==> config.mk <==
export PLATFORM = sky130hd
export DESIGN_NAME = mastermind_guess_entry
export DESIGN_NICKNAME = d
export VERILOG_FILES = /design/src/rtl/mastermind_guess_entry.sv
export SDC_FILE = /design/constraint.sdc
export NUM_CORES = 1
export LEC_CHECK = 0
export BUFFER_PORTS_ARGS = -buffer_cell sky130_fd_sc_hd__buf_4
export CORE_ASPECT_RATIO = 1.25
export CORE_UTILIZATION = 50
export DETAILED_ROUTE_END_ITERATION = 8
export PLACE_DENSITY = 0.75
export SYNTH_ARGS = -nofsm -noshare
export SYNTH_HDL_FRONTEND = slang
export SYNTH_SLANG_ARGS = --single-unit
==> constraint.sdc <==
create_clock -name clk -period 7.6 [get_ports clk]
set_input_delay 0.38 -clock clk [delete_from_list [all_inputs] [get_ports clk]]
set_output_delay 0.38 -clock clk [all_outputs]
set_load 0.01 [all_outputs]
==> src/rtl/mastermind_guess_entry.sv <==
// mastermind_guess_entry: debounced push-button entry of four 4-digit guesses for the display stage.
// Define MASTERMIND_AUTOREPEAT_EN to auto-repeat held up/down buttons.
module mastermind_guess_entry #(
  parameter int DIGIT_MAX  = 7,
  parameter int DEB_CYCLES = 200000,
  parameter int DEB_W      = 18,
  parameter int REP_DELAY  = 20000000,
  parameter int REP_PERIOD = 8000000
) (
  input  logic             clk,
  input  logic             rst_n,
  input  logic             btn_up,
  input  logic             btn_down,
  input  logic             btn_left,
  input  logic             btn_right,
  input  logic             btn_ok,
  input  logic             btn_clr,
  output logic [3:0][3:0]  nums [0:3],
  output logic [1:0]       curr_num,
  output logic [1:0]       curr_col,
  output logic [3:0]       locked,
  output logic             done
);
  typedef enum logic [1:0] {EDIT, COMMIT, DONE} state_t;
  localparam logic [DEB_W-1:0] DEB_LAST = DEB_W'(DEB_CYCLES - 1);
  localparam logic [3:0] DMAX = 4'(DIGIT_MAX);
  logic [5:0] raw, sync1, sync2, deb, deb_q, flip, press;
  logic [DEB_W-1:0] cnt [0:5];
  logic [1:0] rep_fire;
  logic up, down;
  state_t state, state_n;
  logic [3:0][3:0] nums_n [0:3];
  logic [1:0] num_n, col_n, idx;
  logic [3:0] locked_n, digit;
  logic done_n;
  assign raw = {btn_clr, btn_ok, btn_right, btn_left, btn_down, btn_up};
  // the level flips on the DEB_CYCLES-th consecutive mismatching cycle
  for (genvar i = 0; i < 6; i++) begin : g_flip
    assign flip[i] = (sync2[i] ^ deb[i]) & (cnt[i] == DEB_LAST);
  end
  assign press = deb & ~deb_q;
  always_ff @(posedge clk or negedge rst_n)
    if (!rst_n) begin
      sync1 <= '0;
      sync2 <= '0;
      deb <= '0;
      deb_q <= '0;
      for (int i = 0; i < 6; i++) cnt[i] <= '0;
    end else begin
      sync1 <= raw;
      sync2 <= sync1;
      deb <= deb ^ flip;
      deb_q <= deb;
      for (int i = 0; i < 6; i++) cnt[i] <= (sync2[i] == deb[i] || flip[i]) ? '0 : cnt[i] + 1'b1;
    end
`ifdef MASTERMIND_AUTOREPEAT_EN
  for (genvar i = 0; i < 2; i++) begin : g_rep
    logic [31:0] cnt_r;
    logic on, held;
    assign held = deb[i] & deb_q[i];
    assign rep_fire[i] = held && cnt_r == (on ? 32'(REP_PERIOD - 1) : 32'(REP_DELAY - 1));
    always_ff @(posedge clk or negedge rst_n)
      if (!rst_n) begin
        cnt_r <= '0;
        on <= 1'b0;
      end else if (!held || rep_fire[i]) begin
        cnt_r <= '0;
        on <= held;
      end else
        cnt_r <= cnt_r + 1'b1;
  end
`else
  logic unused_rep;
  assign rep_fire = 2'b00;
  assign unused_rep = ^{REP_DELAY, REP_PERIOD};
`endif
  assign up = press[0] | rep_fire[0];
  assign down = press[1] | rep_fire[1];
  always_comb begin
    state_n = state;
    nums_n = nums;
    num_n = curr_num;
    col_n = curr_col;
    locked_n = locked;
    done_n = done;
    idx = 2'd3 - curr_col;
    digit = nums[curr_num][idx];
    if (state == COMMIT) begin
      state_n = (curr_num == 2'd3) ? DONE : EDIT;
      done_n = curr_num == 2'd3;
      num_n = (curr_num == 2'd3) ? curr_num : curr_num + 2'd1;
      col_n = (curr_num == 2'd3) ? curr_col : 2'd0;
    end else if (press[5]) begin
      state_n = EDIT;
      nums_n = '{default: '0};
      num_n = '0;
      col_n = '0;
      locked_n = '0;
      done_n = 1'b0;
    end else if (state == EDIT) begin
      if (press[4]) begin
        locked_n[curr_num] = 1'b1;
        state_n = COMMIT;
      end else if (up)
        nums_n[curr_num][idx] = (digit == DMAX) ? 4'd0 : digit + 4'd1;
      else if (down)
        nums_n[curr_num][idx] = (digit == 4'd0) ? DMAX : digit - 4'd1;
      else if (press[2])
        col_n = curr_col - 2'd1;
      else if (press[3])
        col_n = curr_col + 2'd1;
    end
  end
  always_ff @(posedge clk or negedge rst_n)
    if (!rst_n) begin
      state <= EDIT;
      nums <= '{default: '0};
      curr_num <= '0;
      curr_col <= '0;
      locked <= '0;
      done <= 1'b0;
    end else begin
      state <= state_n;
      nums <= nums_n;
      curr_num <= num_n;
      curr_col <= col_n;
      locked <= locked_n;
      done <= done_n;
    end
endmodule

==> reports/results.txt, run 1 <==
Power density over cell area: 194 mW/mm2
Synth area leaders: dfrtp_1 54%, nand2_1 6.3%, nor2_1 5.7%
Total Routing Usage GR: 0.226
Skew-Pair Late Insertion Delay: 0.51 ns
Mapped Avg Cell Area: 9.96 um2
CTS buffer count: 21
Psw: 463 uW
Largest family of logic cells by synthesized area: simple AND/OR/NAND/NOR gates
Sequential Power Share: 0.520
Die height: 157 um
Ys async rst share: 1.00
Max_slew headroom: 0.162
FP Rows: 56
Setup TNS: 0 ns
Syn Nets: 980
Top cells by count, synth: 207 x dfrtp_1, 161 x nand2_1, 144 x nor2_1
Clock share of power: 0.455
Synthesized area: 0.00956 mm2
RD Place Congestion: 0.945
Drt first pass iters: 5
Worst Setup End Kind: register
Hold buffers post-CTS: 7
LEAKAGE: 0.00509 uW
Multiplexer share of the synthesized area: 0.0517
CTS tree: done
Net total in the final layout: 1,067
Fin cells: 1,290
Synth area leader: dfrtp_1
Max-Cap Viols: 0
Kind of critical path: register to register
Final HPWL from detailed placement: 15.1 mm
Top-count cell post-synth: dfrtp_1
Drc violations: 0
Internal: 1690 uW
WL final: 21.8 mm
DRT antenna net count: 0
CTS clk-pin slew, worst paths: 0.06 ns
Yosys top cell area share: 0.542
Hold Fails Final Rpt: 0
Arrival @ worst endpoint: 4.37 ns
# diodes: 0
Global-route wire length before repair: 35.4 mm
Worst Hold Class: register to register
Gr ovfl total: 0
Vias in the first global route: 7,034
Synth Instances: 960
Placed insts: 1,249
Fmax: 0.247 GHz
Routed len/inst: 16.9 um
Post-cts sizing count: 0
Unique cell type count in the Yosys netlist: 44
Clk sinks: 207
Postcts setup bufs: 0
Tcrit/Tclk final: 0.533
Via count: 7,256
Final Skew: 0.0211 ns
H-tree Lvls: 1
Critical path required time: 7.92 ns
Maximum root-to-sink buffer count: 3
Root Buffer: clkbuf_16
Area Growth Syn to Fin: 16.0%
Number of DRC markers in iteration 0: 673
Comb pwr share: 0.024
Slew Viols, Final: 0
I/O Buffers: 80
Endpoints failing setup: 0
Die Wd: 126 um
Largest net degree at the start of global routing: 75
EDFF count, synth: 0
Compound-gate portion of the synthesized area: 0.0641
Yosys reg bits: 207
Worst VDD drop: 0.000183 V
Min Tclk post-route: 4.05 ns
Initial Utilization: 0.509
Most common flop cell mapped by yosys: dfrtp_1
Startpoint class of the critical path: register
Via density: 5.62
YS warnings: 0
Crit-path max FO: 21
DIE AREA: 0.0197 mm2
Simple-gate portion of the synthesized area: 0.213
Floorplan Core Area: 0.0188 mm2
Adder-cell share of the synthesized area: 0.0157
Status: finished, final reports clean
Sw frac: 0.215
Proportion of layout cells with a drive suffix above 1: 0.146
Hold_ws: 0.348 ns
I/O pin count: 81
Register area share after synthesis: 0.542
Initial antenna violation count: 0
RSZ-0062 raised after global routing: no
Xor/xnor share of the synthesized area: 0.0898
Worst-Margin Slew: 1.25 ns
## metrics by stage
step | setup WS, ns | power (uW) | cell area, um2 | utilization
global placement | 3.77 | 1190 | 10400 | 0.553
global route | 3.29 | 2230 | 11100 | 0.591
floorplan | 4.69 | 1160 | 9560 | -
finish | 3.55 | 2160 | 11100 | 0.591
CTS | 3.58 | 2180 | 11100 | 0.591
detailed placement | 3.59 | 1190 | 10400 | 0.553
## power by group through the flow
stage / combinational (uW) / clock (uW) / sequential, uW
2_1_floorplan: 22.1 / 0 / 1140
3_3_place_gp: 50.3 / 0 / 1140
3_5_place_dp: 51.0 / 0 / 1140
4_1_cts: 54.3 / 1000 / 1120
5_1_grt: 62.1 / 1050 / 1120
6_report: 52.1 / 982 / 1120
## worst max-delay path, cell delays in order (launching register included)
cell and delay (ns):
dfrtp_1 0.93, mux4_1 0.67, mux4_2 0.53, clkinv_4 0.08, ha_1 0.16, nand2_1 0.07
a21boi_0 0.14, xor2_1 1.00, o21ai_0 0.27
## metal layers
metal,up-vias,share of wire,track usage
met1,3529,0.40,0.283
met2,255,0.49,0.384
met5,-,0,0
met3,57,0.066,0.0417
li1,3415,-,-
met4,0,0.038,0.0964
## cell usage in the layout, fill, tap and decap left out, types with 8 or more instances in the layout
cell type  instances
o21ai_2           10
dfrtp_1          207
nand4_1           22
nor3_1            15
nand2_1          161
xor2_1            57
xnor2_1           41
nand3_1           48
buf_4             85
ha_1              12
o21ai_0           68
and3_1            18
mux4_2             9
nor2_1           144
a21oi_1           16
inv_1             24
clkbuf_16         21
nor4_1             8
## sequential cells by signal, indices dropped and copies added (netlist names), named ones only
signal and cells:
cnt 108, nums 64, deb_q 6, sync1 6
sync2 6, locked 4, curr_col 2, curr_num 2
state 2, done 1
## cell families (layout without fill, tap and decap cells)
kind of cell    count (synthesis)  in the layout
simple gates                  457            457
flops                         207            207
compound gates                106            106
xor+xnor                       98             98
buf+inv                        54            152
mux                            26             26
fa+ha+maj                      12             12
## area by class of cell
class	instances	area, um2
Sequential cell	207	5180
Clock buffer	30	619
Multi-Input combinational cell	699	4160
Fill cell	1532	7680
Inverter	25	98.8
Tap cell	232	290
Clock inverter	4	30.0
Timing Repair Buffer	93	722
## final timing paths
kind	start	slack, ns	cells past startpoint	to
min	sync1[5]$_DFF_PN0_	0.35	0	sync2[5]$_DFF_PN0_
max in group asynchronous	rst_n	5.84	3	cnt[78]$_DFF_PN0_
max reg2reg	curr_num[0]$_DFFE_PN0P_	3.55	8	nums[6]$_DFFE_PN0P_
min reg2reg	sync1[5]$_DFF_PN0_	0.35	0	sync2[5]$_DFF_PN0_
max	curr_num[0]$_DFFE_PN0P_	3.55	8	nums[6]$_DFFE_PN0P_
min in group asynchronous	rst_n	0.41	2	cnt[105]$_DFF_PN0_
Power figures use the tool's default switching activity.
==> run 2: changes to the inputs <==
- ABC_AREA: default -> 1
- PLACE_DENSITY: 0.75 -> 0.77
- clock period: 7.6 -> 3.55 ns (I/O delays scaled with it)
==> run 2 against run 1 <==
Effect of this change:
- combinational power rose by 120%
- wire length rose by 11%
- setup slack got worse by 2.6 ns
- largest power group unchanged
- first-iteration DRC count decreased by 10%
- power rose by 120%
- fmax rose by 53%
- sequential share of layout area decreased by 3.2 points
==> reports/results.txt, run 2 <==
Power density over cell area: 405 mW/mm2 (was 194 mW/mm2)
Vias in the first global route: 8,539 (was 7,034)
Synth area leaders: dfrtp_1 50%, nand2_1 11%, inv_1 7.6% (was dfrtp_1 54%, nand2_1 6.3%, nor2_1 5.7%)
Setup WS post-layout: 0.908 ns (was 3.55 ns)
Min Tclk post-route: 2.64 ns (was 4.05 ns)
Initial Utilization: 0.511 (was 0.509)
Final Skew: 0.00751 ns (was 0.0211 ns)
Proportion of layout cells with a drive suffix above 1: 0.100 (was 0.146)
FF+latch area: 0.00518 mm2 (unchanged)
CP dominant cell by count: nand2_1
LEAKAGE: 0.00578 uW (was 0.00509 uW)
Total Routing Usage GR: 0.238 (was 0.226)
Fmax: 0.378 GHz (was 0.247 GHz)
Top Registers: cnt x108, nums x64 (unchanged)
Most common flop cell mapped by yosys: dfrtp_1 (unchanged)
Die Wd: 130 um (was 126 um)
Postcts setup bufs: 0 (unchanged)
Tcrit/Tclk final: 0.744 (was 0.533)
Synthesized area: 0.0103 mm2 (was 0.00956 mm2)
Unique cell type count in the Yosys netlist: 33 (was 44)
I/O pin count: 81 (unchanged)
Gr ovfl total: 0 (unchanged)
Critical path required time: 3.92 ns (was 7.92 ns)
Dpl ws: 1.04 ns (was 3.59 ns)
Number of flip-flops in the largest register: 108 (unchanged)
Root Buffer: clkbuf_16 (unchanged)
Worst-path cell with the longest stage delay: xor2_2 (was xor2_1)
RSZ-0062 raised after global routing: no (unchanged)
Synth area leader: dfrtp_1 (unchanged)
Net total in the final layout: 1,428 (was 1,067)
Status: finished, final reports clean (unchanged)
Largest net degree at the start of global routing: 105 (was 75)
Area Growth Syn to Fin: 16.0% (about the same)
FP Rows: 58 (was 56)
Drt first pass iters: 5 (unchanged)
Critical path's largest stage delay: 0.40 ns (was 1.00 ns)
Placed insts: 1,648 (was 1,249)
Final HPWL from detailed placement: 16.9 mm (was 15.1 mm)
Commonest cells after routing, fill and taps aside: 308 x nand2_1, 209 x inv_1, 207 x dfrtp_1 (was 207 x dfrtp_1, 161 x nand2_1, 144 x nor2_1)
# diodes: 0 (unchanged)
Skew-Pair Late Insertion Delay: 0.50 ns (was 0.51 ns)
Synth Instances: 1,314 (was 960)
H-tree Lvls: 1 (unchanged)
Worst Hold Class: input port to register (was register to register)
DRT antenna net count: 0 (unchanged)
Routed len/inst: 14.3 um (was 16.9 um)
Slew Viols, Final: 0 (unchanged)
Via count: 8,782 (was 7,256)
Worst-Margin Slew: 1.24 ns (was 1.25 ns)
Via density: 5.20 (was 5.62)
Worst Setup End Kind: register (unchanged)
Maximum root-to-sink buffer count: 3 (unchanged)
Top reg by flops: cnt (unchanged)
WL final: 24.1 mm (was 21.8 mm)
EDFF count, synth: 0 (unchanged)
Area of the multi-input gates: 0.00414 mm2 (was 0.00416 mm2)
Clk sinks: 207 (unchanged)
Number of DRC markers in iteration 0: 603 (was 673)
Setup TNS: 0 ns (unchanged)
Yosys top cell area share: 0.504 (was 0.542)
Final core utilization: 0.593 (was 0.591)
Startpoint class of the critical path: register (unchanged)
CP top delay family: simple AND/OR/NAND/NOR gates (was multiplexers)
CP bufs+invs: 2 (was 1)
Arrival @ worst endpoint: 3.01 ns (was 4.37 ns)
YS warnings: 0 (unchanged)
FF-to-FF setup slack: 0.91 ns (was 3.55 ns)
Yosys reg bits: 207 (unchanged)
Register area share after synthesis: 0.504 (was 0.542)
Ys async rst share: 1.00 (unchanged)
Most common cell after layout, fill and taps aside: nand2_1 (was dfrtp_1)
Max-Cap Viols: 0 (unchanged)
Fillers: 1,785 (was 1,532)
Syn Nets: 1,334 (was 980)
Endpoints failing setup: 0 (unchanged)
Kind of critical path: register to register (unchanged)
Die height: 162 um (was 157 um)
Mapped Avg Cell Area: 7.82 um2 (was 9.96 um2)
Worst-path cell chain: inv_2, nand2_1, nand3_1, nand2_1, nand2_1, nand2_1, nor2_2, ha_1, nand2_1, nand2_1, xor2_2, buf_4, o22ai_1 (was mux4_1, mux4_2, clkinv_4, ha_1, nand2_1, a21boi_0, xor2_1, o21ai_0)
Top cells by count, synth: 308 x nand2_1, 209 x inv_1, 207 x dfrtp_1 (was 207 x dfrtp_1, 161 x nand2_1, 144 x nor2_1)
I/O Buffers: 80 (unchanged)
Max_slew headroom: 0.172 (was 0.162)
Hold buffers post-CTS: 7 (unchanged)
DIE AREA: 0.0211 mm2 (was 0.0197 mm2)
Initial antenna violation count: 0 (unchanged)
Hold Fails Final Rpt: 0 (unchanged)
Crit-path max FO: 30 (was 21)
CTS buffer count: 21 (unchanged)
Drc violations: 0 (unchanged)
Floorplan Core Area: 0.0201 mm2 (was 0.0188 mm2)
CTS tree: done (unchanged)
RD Place Congestion: 0.948 (was 0.945)
Global-route wire length before repair: 40.3 mm (was 35.4 mm)
CTS clk-pin slew, worst paths: 0.06 ns (about the same)
Post-cts sizing count: 0 (unchanged)
Worst VDD drop: 0.000367 V (was 0.000183 V)
Top-count cell post-synth: nand2_1 (was dfrtp_1)
Fin cells: 1,690 (was 1,290)
## run 2: stage by stage
stage	cell area [um2]	total power [uW]	hold WS [ns]
after global routing	11900	4980	0.322
final	11900	4820	0.331
after CTS	11900	4880	0.316
after detailed placement	11100	2560	0.288
after floorplan	10300	2490	-0.118
after global placement	11100	2560	0.287
## run 2: final cells by class
| class | instances | share of cell area |
|---|---|---|
| sequential | 207 | 0.435 |
| multi-input combinational | 870 | 0.347 |
| timing repair buffer | 94 | 0.0623 |
| inverter | 214 | 0.0674 |
| clock buffer | 29 | 0.0508 |
| tap | 270 | 0.0284 |
| clock inverter | 6 | 0.00903 |
## run 2: per-layer routing
layer / GRT usage / vias to the layer above / routed length [um]
met2: 0.418 / 254 / 12100
met5: 0 / - / 0
met3: 0.0385 / 70 / 1250
met1: 0.285 / 4127 / 9790
li1: - / 4331 / -
met4: 0.106 / 0 / 949
## run 2: cells by family (layout without fill, tap and decap cells)
kind of cell / Yosys count / after routing / share of synthesized area
fa+ha+maj: 12 / 12 / 0.0146
flops: 207 / 207 / 0.504
simple gates: 691 / 691 / 0.286
compound gates: 137 / 137 / 0.0758
buf+inv: 237 / 343 / 0.0928
xor+xnor: 30 / 30 / 0.0263
## run 2: worst register-to-register path, cell delays in order, from the launching register on
cell and delay, ns:
dfrtp_1 0.38, inv_2 0.38, nand2_1 0.12, nand3_1 0.09, nand2_1 0.05, nand2_1 0.05
nand2_1 0.09, nor2_2 0.20, ha_1 0.21, nand2_1 0.06, nand2_1 0.10, xor2_2 0.40
buf_4 0.28, o22ai_1 0.09
## run 2: path summary, 6_finish.rpt
kind                                    startpoint  depth (start not counted)              endpoint
max                        curr_num[0]$_DFFE_PN0P_                         13  nums[22]$_DFFE_PN0P_
max in group asynchronous                    rst_n                          3   nums[3]$_DFFE_PN0P_
min in group asynchronous                    rst_n                          2     cnt[21]$_DFF_PN0_
min                                      btn_right                          2    sync1[3]$_DFF_PN0_
min reg2reg                     sync1[2]$_DFF_PN0_                          0    sync2[2]$_DFF_PN0_
max reg2reg                curr_num[0]$_DFFE_PN0P_                         13  nums[22]$_DFFE_PN0P_
## run 2: where the power goes
| part | internal [uW] | total, uW | switching [uW] |
|---|---|---|---|
| registers | 2380 | 2400 | 19.3 |
| logic | 34.2 | 117 | 82.7 |
| clock network | 1400 | 2300 | 899 |
| total | 3820 | 4820 | 1000 |
